## src/rtl/decoder_pkg.sv

```systemverilog
// Shared definitions for the round-robin decoder arbiter: FSM state encoding
// and requester geometry.
package decoder_pkg;

    localparam int unsigned N_REQ = 8;
    localparam int unsigned IDX_W = 3;

    typedef enum logic [0:0] {
        ST_IDLE  = 1'b0,
        ST_GRANT = 1'b1
    } state_e;

endpackage

```

## src/rtl/decoder_rr_arbiter_dec.sv

```systemverilog
// 3-to-8 one-hot decoder with enable; all outputs low when disabled.
module decoder_rr_arbiter_dec (
    input  logic       i_a,
    input  logic       i_b,
    input  logic       i_c,
    input  logic       i_en,
    output logic [7:0] o_d
);

    // Drive the single output selected by {c,b,a} when enabled.
    always_comb begin
        o_d = 8'h00;
        if (i_en) begin
            o_d[{i_c, i_b, i_a}] = 1'b1;
        end
    end

endmodule

```

## src/rtl/decoder_rr_arbiter.sv

```systemverilog
// Round-robin arbiter over 8 requesters with a registered grant index that
// drives a 3-to-8 decoder to form the one-hot grant.
// Optional feature: define DECODER_ARB_TIMEOUT_EN to force release of a grant
// after HOLD_MAX cycles, signalled by a one-cycle timeout pulse.
module decoder_rr_arbiter
    import decoder_pkg::*;
#(
    parameter int unsigned HOLD_MAX = 16
) (
    input  logic       clk,
    input  logic       rst_n,
    input  logic       en,
    input  logic [7:0] req,
    input  logic       done,
    output logic [7:0] gnt,
    output logic       sel_a,
    output logic       sel_b,
    output logic       sel_c,
    output logic       busy,
    output logic       timeout
);

    state_e           r_state;
    logic [IDX_W-1:0] r_ptr;
    logic [IDX_W-1:0] r_idx;
    logic [IDX_W-1:0] w_pick;
    logic             w_rel_normal;
    logic             w_hold_hit;
    logic             w_release;

    // First set request at or above p, wrapping 7->0; index arithmetic wraps mod 8.
    function automatic logic [IDX_W-1:0] rr_pick(input logic [N_REQ-1:0] r,
                                                 input logic [IDX_W-1:0] p);
        logic [IDX_W-1:0] idx;
        logic             found;
        rr_pick = p;
        found   = 1'b0;
        for (int k = 0; k < N_REQ; k++) begin
            idx = p + IDX_W'(k);
            if (!found && r[idx]) begin
                rr_pick = idx;
                found   = 1'b1;
            end
        end
    endfunction

    // Priority search and release conditions for the current grant.
    always_comb begin
        w_pick       = rr_pick(req, r_ptr);
        w_rel_normal = !en || done || !req[r_idx];
        w_release    = w_rel_normal || w_hold_hit;
    end

`ifdef DECODER_ARB_TIMEOUT_EN
    localparam int unsigned CNT_W = $clog2(HOLD_MAX + 1);

    logic [CNT_W-1:0] r_cnt;
    logic             r_timeout;

    assign w_hold_hit = (r_state == ST_GRANT) && (r_cnt == CNT_W'(HOLD_MAX - 1));
    assign timeout    = r_timeout;

    // Count elapsed GRANT cycles; pulse timeout only when the limit alone ends a grant.
    always_ff @(posedge clk or negedge rst_n) begin
        if (!rst_n) begin
            r_cnt     <= '0;
            r_timeout <= 1'b0;
        end else begin
            r_timeout <= w_hold_hit && !w_rel_normal;
            if (r_state == ST_GRANT && !w_release) begin
                r_cnt <= r_cnt + 1'b1;
            end else begin
                r_cnt <= '0;
            end
        end
    end
`else
    logic w_unused_hold;

    assign w_hold_hit    = 1'b0;
    assign timeout       = 1'b0;
    assign w_unused_hold = ^HOLD_MAX;
`endif

    // Arbitration FSM: grant from IDLE, release from GRANT and advance the pointer.
    always_ff @(posedge clk or negedge rst_n) begin
        if (!rst_n) begin
            r_state <= ST_IDLE;
            r_ptr   <= '0;
            r_idx   <= '0;
        end else begin
            case (r_state)
                ST_IDLE: begin
                    if (en && (req != 8'h00)) begin
                        r_state <= ST_GRANT;
                        r_idx   <= w_pick;
                    end
                end
                ST_GRANT: begin
                    if (w_release) begin
                        r_state <= ST_IDLE;
                        r_ptr   <= r_idx + 3'd1;
                    end
                end
                default: r_state <= ST_IDLE;
            endcase
        end
    end

    assign busy  = (r_state == ST_GRANT);
    assign sel_a = r_idx[0];
    assign sel_b = r_idx[1];
    assign sel_c = r_idx[2];

    decoder_rr_arbiter_dec u_dec (
        .i_a  (sel_a),
        .i_b  (sel_b),
        .i_c  (sel_c),
        .i_en (busy),
        .o_d  (gnt)
    );

endmodule

```

## config.mk

```make
export PLATFORM = sky130hd
export DESIGN_NAME = decoder_rr_arbiter
export DESIGN_NICKNAME = d
export VERILOG_FILES = /design/src/rtl/decoder_pkg.sv /design/src/rtl/decoder_rr_arbiter_dec.sv /design/src/rtl/decoder_rr_arbiter.sv
export SDC_FILE = /design/constraint.sdc
export NUM_CORES = 1
export LEC_CHECK = 0
export CAP_MARGIN = 20
export CORE_ASPECT_RATIO = 0.9
export CORE_MARGIN = 2
export CORE_UTILIZATION = 50
export DETAILED_ROUTE_END_ITERATION = 12
export PLACE_DENSITY = 0.78
export SKIP_LAST_GASP = 1
export SLEW_MARGIN = 30
export SYNTH_ARGS = -nofsm -noshare
export SYNTH_HDL_FRONTEND = slang
export SYNTH_SLANG_ARGS = --single-unit
```

## constraint.sdc

```tcl
create_clock -name clk -period 3.79 [get_ports clk]
set_input_delay 0.9475 -clock clk [delete_from_list [all_inputs] [get_ports clk]]
set_output_delay 0.9475 -clock clk [all_outputs]
set_load 0.01 [all_outputs]
```

==> flow_summary_export.csv, run 1 <==
group,metric,value,unit
outcome,status,"finished, final reports clean",
sta,max_slew.worst_pin.slew,0.637,ns
power_and_ir_drop,leakage,0.000569,uW
synthesis,synth_edf_count,0,
sta,min_period,3.31,ns
clock_network,clk_path_buf_depth,2,
critical_path,required,3.98,ns
sta,grt_setup_unrepaired,"false",
sta,fin_ws,0.484,ns
synthesis,synth_seq_cells,7,
synthesis,yosys_warnings,0,
synthesis,synthTopCellsByCount,"16 x nand2_1, 12 x mux4_2, 11 x nor2_1",
clock_network,cts.htree.levels,1,
clock_network,cts_inserted_buffers,3,
clock_network,cts_resized,0,
floorplan,start_util,0.518,
floorplan,dieArea,2910,um2
clock_network,post_cts_buffers,0,
floorplan,rows,17,
power_and_ir_drop,power,1600,uW
sta,slew_headroom,0.572,
clock_network,cts_hold_buf,0,
synthesis,synth_compound_area_frac,0.174,
global_route,grt_use_total,0.235,
clock_network,cts.sinks,7,
route,routed_via_density,6.38,
finish,layout.nets,179,
global_route,grt_max_degree,16,
floorplan,core_area,2400,um2
hold_path,hold_start,"busy$_DFF_PN0_",
route,route.detailed.drc,0,
critical_path,worst_setup_path_start_kind,"primary input",
placement,dp.cells,187,
global_route,grt_overflow,0,
critical_path,reg2reg_from,"r_ptr[0]$_DFFE_PN0P_",
sta,setup_violations,0,
synthesis,syn_area,1240,um2
route,wire_per_inst,16.8,um
sta,fmax,302,MHz
synthesis,syn_avg_cell_area,9.02,um2
synthesis,synth_top_area_share,0.217,
synthesis,synth-adder-area-share,0.0302,
floorplan,die-height,51.3,um
placement,post-place-ws,0.252,ns
route,dr_total_vias,1218,
critical_path,worstSetupPathType,"in2reg",
synthesis,synth-seq-area-share,0.141,
global_route,antenna_found_initial,0,
power_and_ir_drop,power.density,1050,nW/um2
global_route,grt_pass1_wl,5420,um
placement,place_congestion,0.908,
finish,syn2layout_area_growth,22.4,%
synthesis,synthSimpleGateAreaFrac,0.214,
synthesis,synth_most_common_cell,"nand2_1",
route,drt_wl_total,3200,um
finish,drive_gt1_frac,0.221,
route,drtAntennaViolNets,0,
placement,hpwl,2540,um
finish,fin_cells,191,
sta,hold_viol_final,0,
critical_path,cp.arrival,3.50,ns
sta,fin_worst_skew,0.00380,ns
synthesis,synth_top_family_by_area,"multiplexers",
synthesis,muxShareOfSynthArea,0.349,
sta,fin_setup_tns,0,ns
synthesis,yosysTopAreaCell,"mux4_2",
sta,finalCritPeriodShare,0.872,
synthesis,synthTopCellsByArea,"mux4_2 22%, dfrtp_1 14%, mux2_2 7.2%",
route,detail_route.first_pass.iterations,4,
clock_network,insertion_delay,0.25,ns
route,drtIter0Drc,57,
global_route,grt_pass1_vias,1189,
floorplan,die_w,56.6,um
synthesis,synthXorXnorAreaFrac,0.0281,
critical_path,crit_fanout,7,
sta,maxSlewViolCount,0,
clock_network,path_clk_slew,0.05,ns
synthesis,ys.flop_type,"dfrtp_1",
flow_run,drv_cap,0,
critical_path,worst_setup_path_end_kind,"flop",
placement,portBuffers,23,
critical_path,startpoint,"req[3]",
hold_path,hold_class,"reg2reg",
finish,antennaDiodeCount,0,
synthesis,syn-num-nets,153,
power_and_ir_drop,peakVddDrop,0.000625,V
clock_network,cts_tree,"built",
clock_network,ctsRootBufferMaster,"clkbuf_4",
floorplan,io_pins,25,
synthesis,ys_async_sr_fraction,1.00,
synthesis,synthCells,138,
synthesis,yosysUniqueCellTypes,47,
[kinds of logic after synthesis]
family / Yosys count
AOI/OAI and AO/OA: 31
xor gates and xnor gates: 4
adders and majority gates: 3
buffers and inverters: 13
DFF: 7
muxes: 26
other: 1
and+or+nand+nor: 53
[worst paths after layout]
check | end | slack [ns] | depth (start not counted)
max in group asynchronous | r_ptr[1]$_DFFE_PN0P_ | 2.59 | 1
worst max register to register | r_idx[1]$_DFFE_PN0P_ | 0.64 | 8
worst min register to register | busy$_DFF_PN0_ | 0.66 | 2
worst max-delay path | r_idx[1]$_DFFE_PN0P_ | 0.48 | 7
worst min-delay path | busy$_DFF_PN0_ | 0.66 | 2
min in group asynchronous | r_idx[2]$_DFFE_PN0P_ | 0.95 | 1
[final cells by class]
class	instances	area, um2
inverters	5	18.8
clock buffers	4	26.3
well taps	28	35.0
multi-input cells	118	993
fillers	197	880
repair buffers	29	275
flip-flops and latches	7	175
[cells in the final DEF, fill, tap and decap left out, types with 4 or more instances in the layout]
cell	instances
a21oi_1	5
buf_4	6
clkdlybuf4s50_1	23
dfrtp_1	7
inv_1	5
mux2_2	8
mux4_2	12
nand2_1	16
nand2b_1	4
nor2_1	11
nor2b_1	4
o21ai_0	7
[per-stage QoR]
step	util	hold WS, ns	instance area (um2)
finish	0.634	0.659	1520
global route	0.634	0.695	1520
CTS	0.634	0.656	1520
detailed placement	0.623	0.649	1500
global placement	0.623	0.630	1500
floorplan	-	0.634	1240
[state kept, by name, summed over array words and instances, names as in the netlist]
register and count:
r_ptr 3, busy 1, r_idx 3
[layer usage]
metal  up-vias  share of wire  track usage  wire (um)
li1        582              -            -          -
met1       591           0.44        0.317       1420
met2        43           0.50        0.413       1590
met3         2          0.058       0.0329        186
met4         0         0.0025       0.0278          8
met5         -              0            0          0
[critical path, stage by stage]
cell,delay [ns]
clkdlybuf4s50_1,0.53
mux4_2,0.58
or2_2,0.33
o22a_1,0.25
or4_4,0.55
o31ai_2,0.18
a31o_1,0.12
[power breakdown]
group | internal [uW] | switching, uW
Sequential | 108 | 77.8
Combinational | 662 | 683
Clock | 40.2 | 28.4
Total | 811 | 790
Note: power is estimated with default switching activity, not from simulation.
==> run 2, diff against run 1 <==
--- a/config.mk
+++ b/config.mk
@@ -9,6 +9,7 @@
 export CORE_ASPECT_RATIO = 0.9
 export CORE_MARGIN = 2
 export CORE_UTILIZATION = 50
+export CTS_CLUSTER_DIAMETER = 50
 export DETAILED_ROUTE_END_ITERATION = 12
 export PLACE_DENSITY = 0.78
 export SKIP_LAST_GASP = 1
==> results of run 2 <==
The final DEF is identical to that of run 1; final timing and power are the same.
==> run 3, diff against run 2 <==
--- a/config.mk
+++ b/config.mk
@@ -8,10 +8,11 @@
 export CAP_MARGIN = 20
 export CORE_ASPECT_RATIO = 0.9
 export CORE_MARGIN = 2
-export CORE_UTILIZATION = 50
+export CORE_UTILIZATION = 45
 export CTS_CLUSTER_DIAMETER = 50
 export DETAILED_ROUTE_END_ITERATION = 12
-export PLACE_DENSITY = 0.78
+export PLACE_DENSITY = 0.73
+export SETUP_SLACK_MARGIN = 0.2
 export SKIP_LAST_GASP = 1
 export SLEW_MARGIN = 30
 export SYNTH_ARGS = -nofsm -noshare
==> flow_summary_export.csv, run 3 (synthesis results as in run 1) <==
group,metric,value,unit
clock_network,cts_inserted_buffers,3,
finish,final_common_cell,"clkdlybuf4s50_1",
power_and_ir_drop,switching_power,777,uW
route,drt_wl_total,3210,um
global_route,grt_overflow,0,
route,wl_met2,1630,um
placement,hpwl,2530,um
placement,portBuffers,23,
global_route,grt_use_total,0.211,
clock_network,post_cts_buffers,0,
hold_path,hold_depth,2,
power_and_ir_drop,seqPwrFrac,0.119,
placement,post-place-ws,0.244,ns
route,routed.top_layer,"met4",
floorplan,die-height,53.9,um
sta,maxSlewViolCount,0,
finish,syn2layout_area_growth,22.6,%
critical_path,cp.arrival,3.50,ns
clock_network,clk_path_buf_depth,2,
global_route,grt_pass1_wl,5110,um
critical_path,required,3.99,ns
finish,layout.nets,179,
route,detail_route.first_pass.iterations,4,
sta,finalCritPeriodShare,0.871,
clock_network,cts.htree.levels,1,
sta,fin_worst_skew,0.00126,ns
power_and_ir_drop,power.density,1040,nW/um2
sta,fin_setup_tns,0,ns
clock_network,path_clk_slew,0.06,ns
route,routed_via_density,6.28,
placement,place_congestion,0.916,
critical_path,crit_fanout,7,
floorplan,start_util,0.465,
critical_path,worstSetupPathType,"in2reg",
route,dr_wl_met3,143,um
sta,hold_viol_final,0,
route,wire_per_inst,16.6,um
route,route.detailed.drc,0,
global_route,grt_max_degree,16,
floorplan,core_area,2680,um2
global_route,grt_pass1_vias,1075,
finish,antennaDiodeCount,0,
clock_network,cts_hold_buf,0,
power_and_ir_drop,pwr-share-comb,0.835,
critical_path,worst_setup_path_start_kind,"primary input",
finish,design_area,1530,um2
placement,dpl_cell_area,1500,um2
sta,fin_ws,0.491,ns
global_route,antenna_found_initial,0,
sta,fmax,303,MHz
sta,max_slew.worst_pin.slew,0.607,ns
critical_path,worst_setup_path_end_kind,"flop",
power_and_ir_drop,swShare,0.489,
clock_network,insertion_delay,0.26,ns
sta,setup_violations,0,
clock_network,cts.sinks,7,
route,drtAntennaViolNets,0,
sta,slew_headroom,0.592,
sta,min_period,3.30,ns
floorplan,io_pins,25,
outcome,status,"finished, final reports clean",
finish,final_cell_mix,"23 x clkdlybuf4s50_1, 16 x nand2_1, 12 x mux4_2",
clock_network,cts_tree,"built",
floorplan,rows,18,
route,dr_total_vias,1212,
power_and_ir_drop,power,1590,uW
power_and_ir_drop,peakVddDrop,0.000453,V
route,met1_length,1410,um
hold_path,hold_class,"reg2reg",
sta,grt_setup_unrepaired,"false",
floorplan,die_w,59.4,um
clock_network,ctsRootBufferMaster,"clkbuf_4",
critical_path,worstRegToRegCells,8,
route,drtIter0Drc,46,
floorplan,dieArea,3200,um2
finish,drive_gt1_frac,0.221,
power_and_ir_drop,p_clk_frac,0.046,
flow_run,drv_cap,0,
power_and_ir_drop,intPower,810,uW
power_and_ir_drop,leakage,0.000569,uW
clock_network,cts_resized,0,
run 3: cell counts in the layout (fill, tap and decap cells not counted):
No cell type changed its count.
run 3: layout make-up:
cell class              instances  area, um2
fillers                       229       1150
multi-input cells             118        993
inverters                       5       18.8
flip-flops and latches          7        175
well taps                      30       37.5
clock buffers                   4       26.3
repair buffers                 29        275
run 3: routing by layer:
layer,up-vias,global-route usage
met5,-,0
met4,0,0.0455
met3,2,0.0361
met2,39,0.348
met1,592,0.291
li1,579,-
run 3: path summary, 6_finish.rpt:
kind	slack (ns)	end	startpoint
worst max register to register	0.61	r_idx[1]$_DFFE_PN0P_	r_ptr[0]$_DFFE_PN0P_
worst min-delay path	0.65	busy$_DFF_PN0_	busy$_DFF_PN0_
max in group asynchronous	2.56	busy$_DFF_PN0_	rst_n
worst max-delay path	0.49	r_idx[1]$_DFFE_PN0P_	req[3]
worst min register to register	0.65	busy$_DFF_PN0_	busy$_DFF_PN0_
min in group asynchronous	0.97	r_idx[2]$_DFFE_PN0P_	rst_n
run 3: per-stage QoR:
step | utilization | hold WS (ns) | std cells
3_5_place_dp | 0.560 | 0.644 | 189
2_1_floorplan | - | 0.634 | 138
5_1_grt | 0.570 | 0.709 | 193
3_3_place_gp | 0.560 | 0.629 | 189
6_report | 0.570 | 0.653 | 193
4_1_cts | 0.570 | 0.652 | 193
run 3: critical path: stages:
cell,delay [ns]
clkdlybuf4s50_1,0.52
mux4_2,0.58
or2_2,0.32
o22a_1,0.24
or4_4,0.55
o31ai_2,0.20
a31o_1,0.13
run 3: power by group through the flow:
stage | clock network (uW) | registers, uW | logic, uW
2_1_floorplan | 0 | 155 | 1030
3_3_place_gp | 0 | 185 | 1290
3_5_place_dp | 0 | 191 | 1310
4_1_cts | 75.9 | 188 | 1310
5_1_grt | 79.7 | 198 | 1440
6_report | 72.5 | 189 | 1330
==> patch: new RTL, flow settings as in run 2 <==
Build with the macro `DECODER_ARB_TIMEOUT_EN` defined.
--- a/src/rtl/decoder_rr_arbiter.sv
+++ b/src/rtl/decoder_rr_arbiter.sv
@@ -2,6 +2,8 @@
 // drives a 3-to-8 decoder to form the one-hot grant.
 // Optional feature: define DECODER_ARB_TIMEOUT_EN to force release of a grant
 // after HOLD_MAX cycles, signalled by a one-cycle timeout pulse.
+`define DECODER_ARB_TIMEOUT_EN
+
 module decoder_rr_arbiter
     import decoder_pkg::*;
 #(
Check against the original RTL: same outputs for any inputs over 10 cycles, from zero or initial values and one cycle with rst_n low; that may be too few to reach the edited logic, so the function may still have changed.
==> patch against run 2 <==
Sequential cell count grew 6; sequential power grew 40%; area after synthesis is 40% higher; final cell count grew 29%; design area up 32%; worst setup slack improved by 45 ps; power grew 9.5%; routed wire length grew 40%.
==> patch: results <==
metrics = {
    "finish": {
        "drive_gt1_share_pct": 18.2,
        "n_antenna_cell": 0,
        "fillers": 296,
        "fin_nets": 221,
        "reg_top3": "r_cnt: 5 flops, r_idx: 3 flops, r_ptr: 3 flops",
    },
    "timing": {
        "fin_skew_ps": 6.08,
        "timing.hold.ws_ps": 476,
        "max_slew_margin_pct": 56.1,
    },
    "power_and_ir_drop": {
        "leakage_nw": 0.757,
        "ir_drop_v": 0.000429,
    },
    "hold_path": {
        "hold_depth": 1,
        "hold_end": "r_cnt[0]$_DFF_PN0_",
        "worstHoldStart": "r_cnt[0]$_DFF_PN0_",
    },
    "route": {
        "wl_um": 4500,
        "drtIter0Drc": 130,
        "drt_first_pass_iters": 5,
        "vias_per_cell": 6.51,
    },
    "global_routing": {
        "antenna_found_initial": 0,
        "grt_pass1_vias": 1479,
        "grt_pass1_wl_um": 7290,
        "grt_start_max_net_pins": 24,
        "grt_usage_pct": 23.7,
    },
    "synthesis": {
        "synth_nets": 199,
        "yosysSeqAreaShare_pct": 18.6,
        "ys_warn_count": 0,
        "postSynth.asyncResetShare_pct": 100,
        "synth.area.top_cells": "dfrtp_1, mux4_2, mux2i_1",
        "yosysUniqueCellTypes": 53,
        "synth_common_cells": "nor2_1, nand2_1, dfrtp_1, mux4_2, mux2i_1",
    },
    "placement": {
        "hpwl_um": 3480,
        "routabilityCongestion": 0.930,
        "io_buffers": 24,
        "place_area_um2": 1970,
    },
    "critical_path": {
        "r2r_slack_ps": 730,
        "worstPathArrival_ps": 3380,
        "worstPathMaxFanout": 9,
        "r2r_end": "r_idx[0]$_DFFE_PN0P_",
        "reg2reg_depth": 9,
    },
    "clocking": {
        "path_clk_slew_ps": 50,
        "ctsRootBufferMaster": "clkbuf_8",
        "cts-buffers-inserted": 3,
        "htree_num_levels": 1,
    },
    "status": {
        "status": "finished clean",
    },
}
[patch: power breakdown]
group | total (mW) | leakage, nW | switching (mW) | internal [mW]
clock network | 0.124 | 0.0228 | 0.0501 | 0.0742
logic | 1.37 | 0.568 | 0.737 | 0.631
registers | 0.260 | 0.166 | 0.0870 | 0.173
[patch: worst max-delay path, cell delays in order]
cell and delay, ps:
clkdlybuf4s50_1 580, mux2_4 370, mux4_2 550, a31oi_4 220, or3b_1 430, o2111ai_1 200, o21ai_1 90
[patch: how the worst max path moves through the flow]
stage | start | endpoint
6_report | req[6] | r_idx[1]$_DFFE_PN0P_
5_1_grt | req[6] | r_idx[1]$_DFFE_PN0P_
4_1_cts | req[6] | r_idx[1]$_DFFE_PN0P_
3_5_place_dp | req[6] | r_idx[1]$_DFFE_PN0P_
3_3_place_gp | req[6] | r_idx[1]$_DFFE_PN0P_
2_1_floorplan | r_ptr[1]$_DFFE_PN0P_ | r_idx[0]$_DFFE_PN0P_
[patch: area by class of cell]
| class | instances | area, µm² | share of cell area (%) |
|---|---|---|---|
| Multi-Input combinational cell | 152 | 1300 | 64.7 |
| Clock buffer | 4 | 45.0 | 2.24 |
| Inverter | 8 | 30.0 | 1.49 |
| Timing Repair Buffer | 26 | 255 | 12.7 |
| Tap cell | 44 | 55.1 | 2.73 |
| Sequential cell | 13 | 325 | 16.1 |
[patch: through the flow]
stage               power [mW]  utilization [%]  worst slack (ps)  cells
floorplan                 1.37                -               603    182
finish                    1.75             60.1               529    247
global placement          1.56             58.7               363    243
global route              1.88             60.1               464    247
detailed placement        1.60             58.7               300    243
CTS                       1.73             60.1               553    247
[patch: routing by layer]
layer	wire length (µm)	up-vias	track usage (%)
li1	-	735	-
met1	1770	782	32.2
met2	2330	83	41.0
met3	323	8	3.01
met4	69	0	4.66
met5	0	-	0
[patch: logic make-up (layout without fill, tap and decap cells)]
logic type | Yosys count | after routing | share of synthesized area (%)
AOI/OAI and AO/OA | 37 | 37 | 16.5
xor gates and xnor gates | 8 | 8 | 4.01
adders and majority gates | 5 | 5 | 3.58
buffers and inverters | 17 | 38 | 6.67
DFF | 13 | 13 | 18.6
muxes | 30 | 30 | 28.7
and+or+nand+nor | 72 | 72 | 21.9
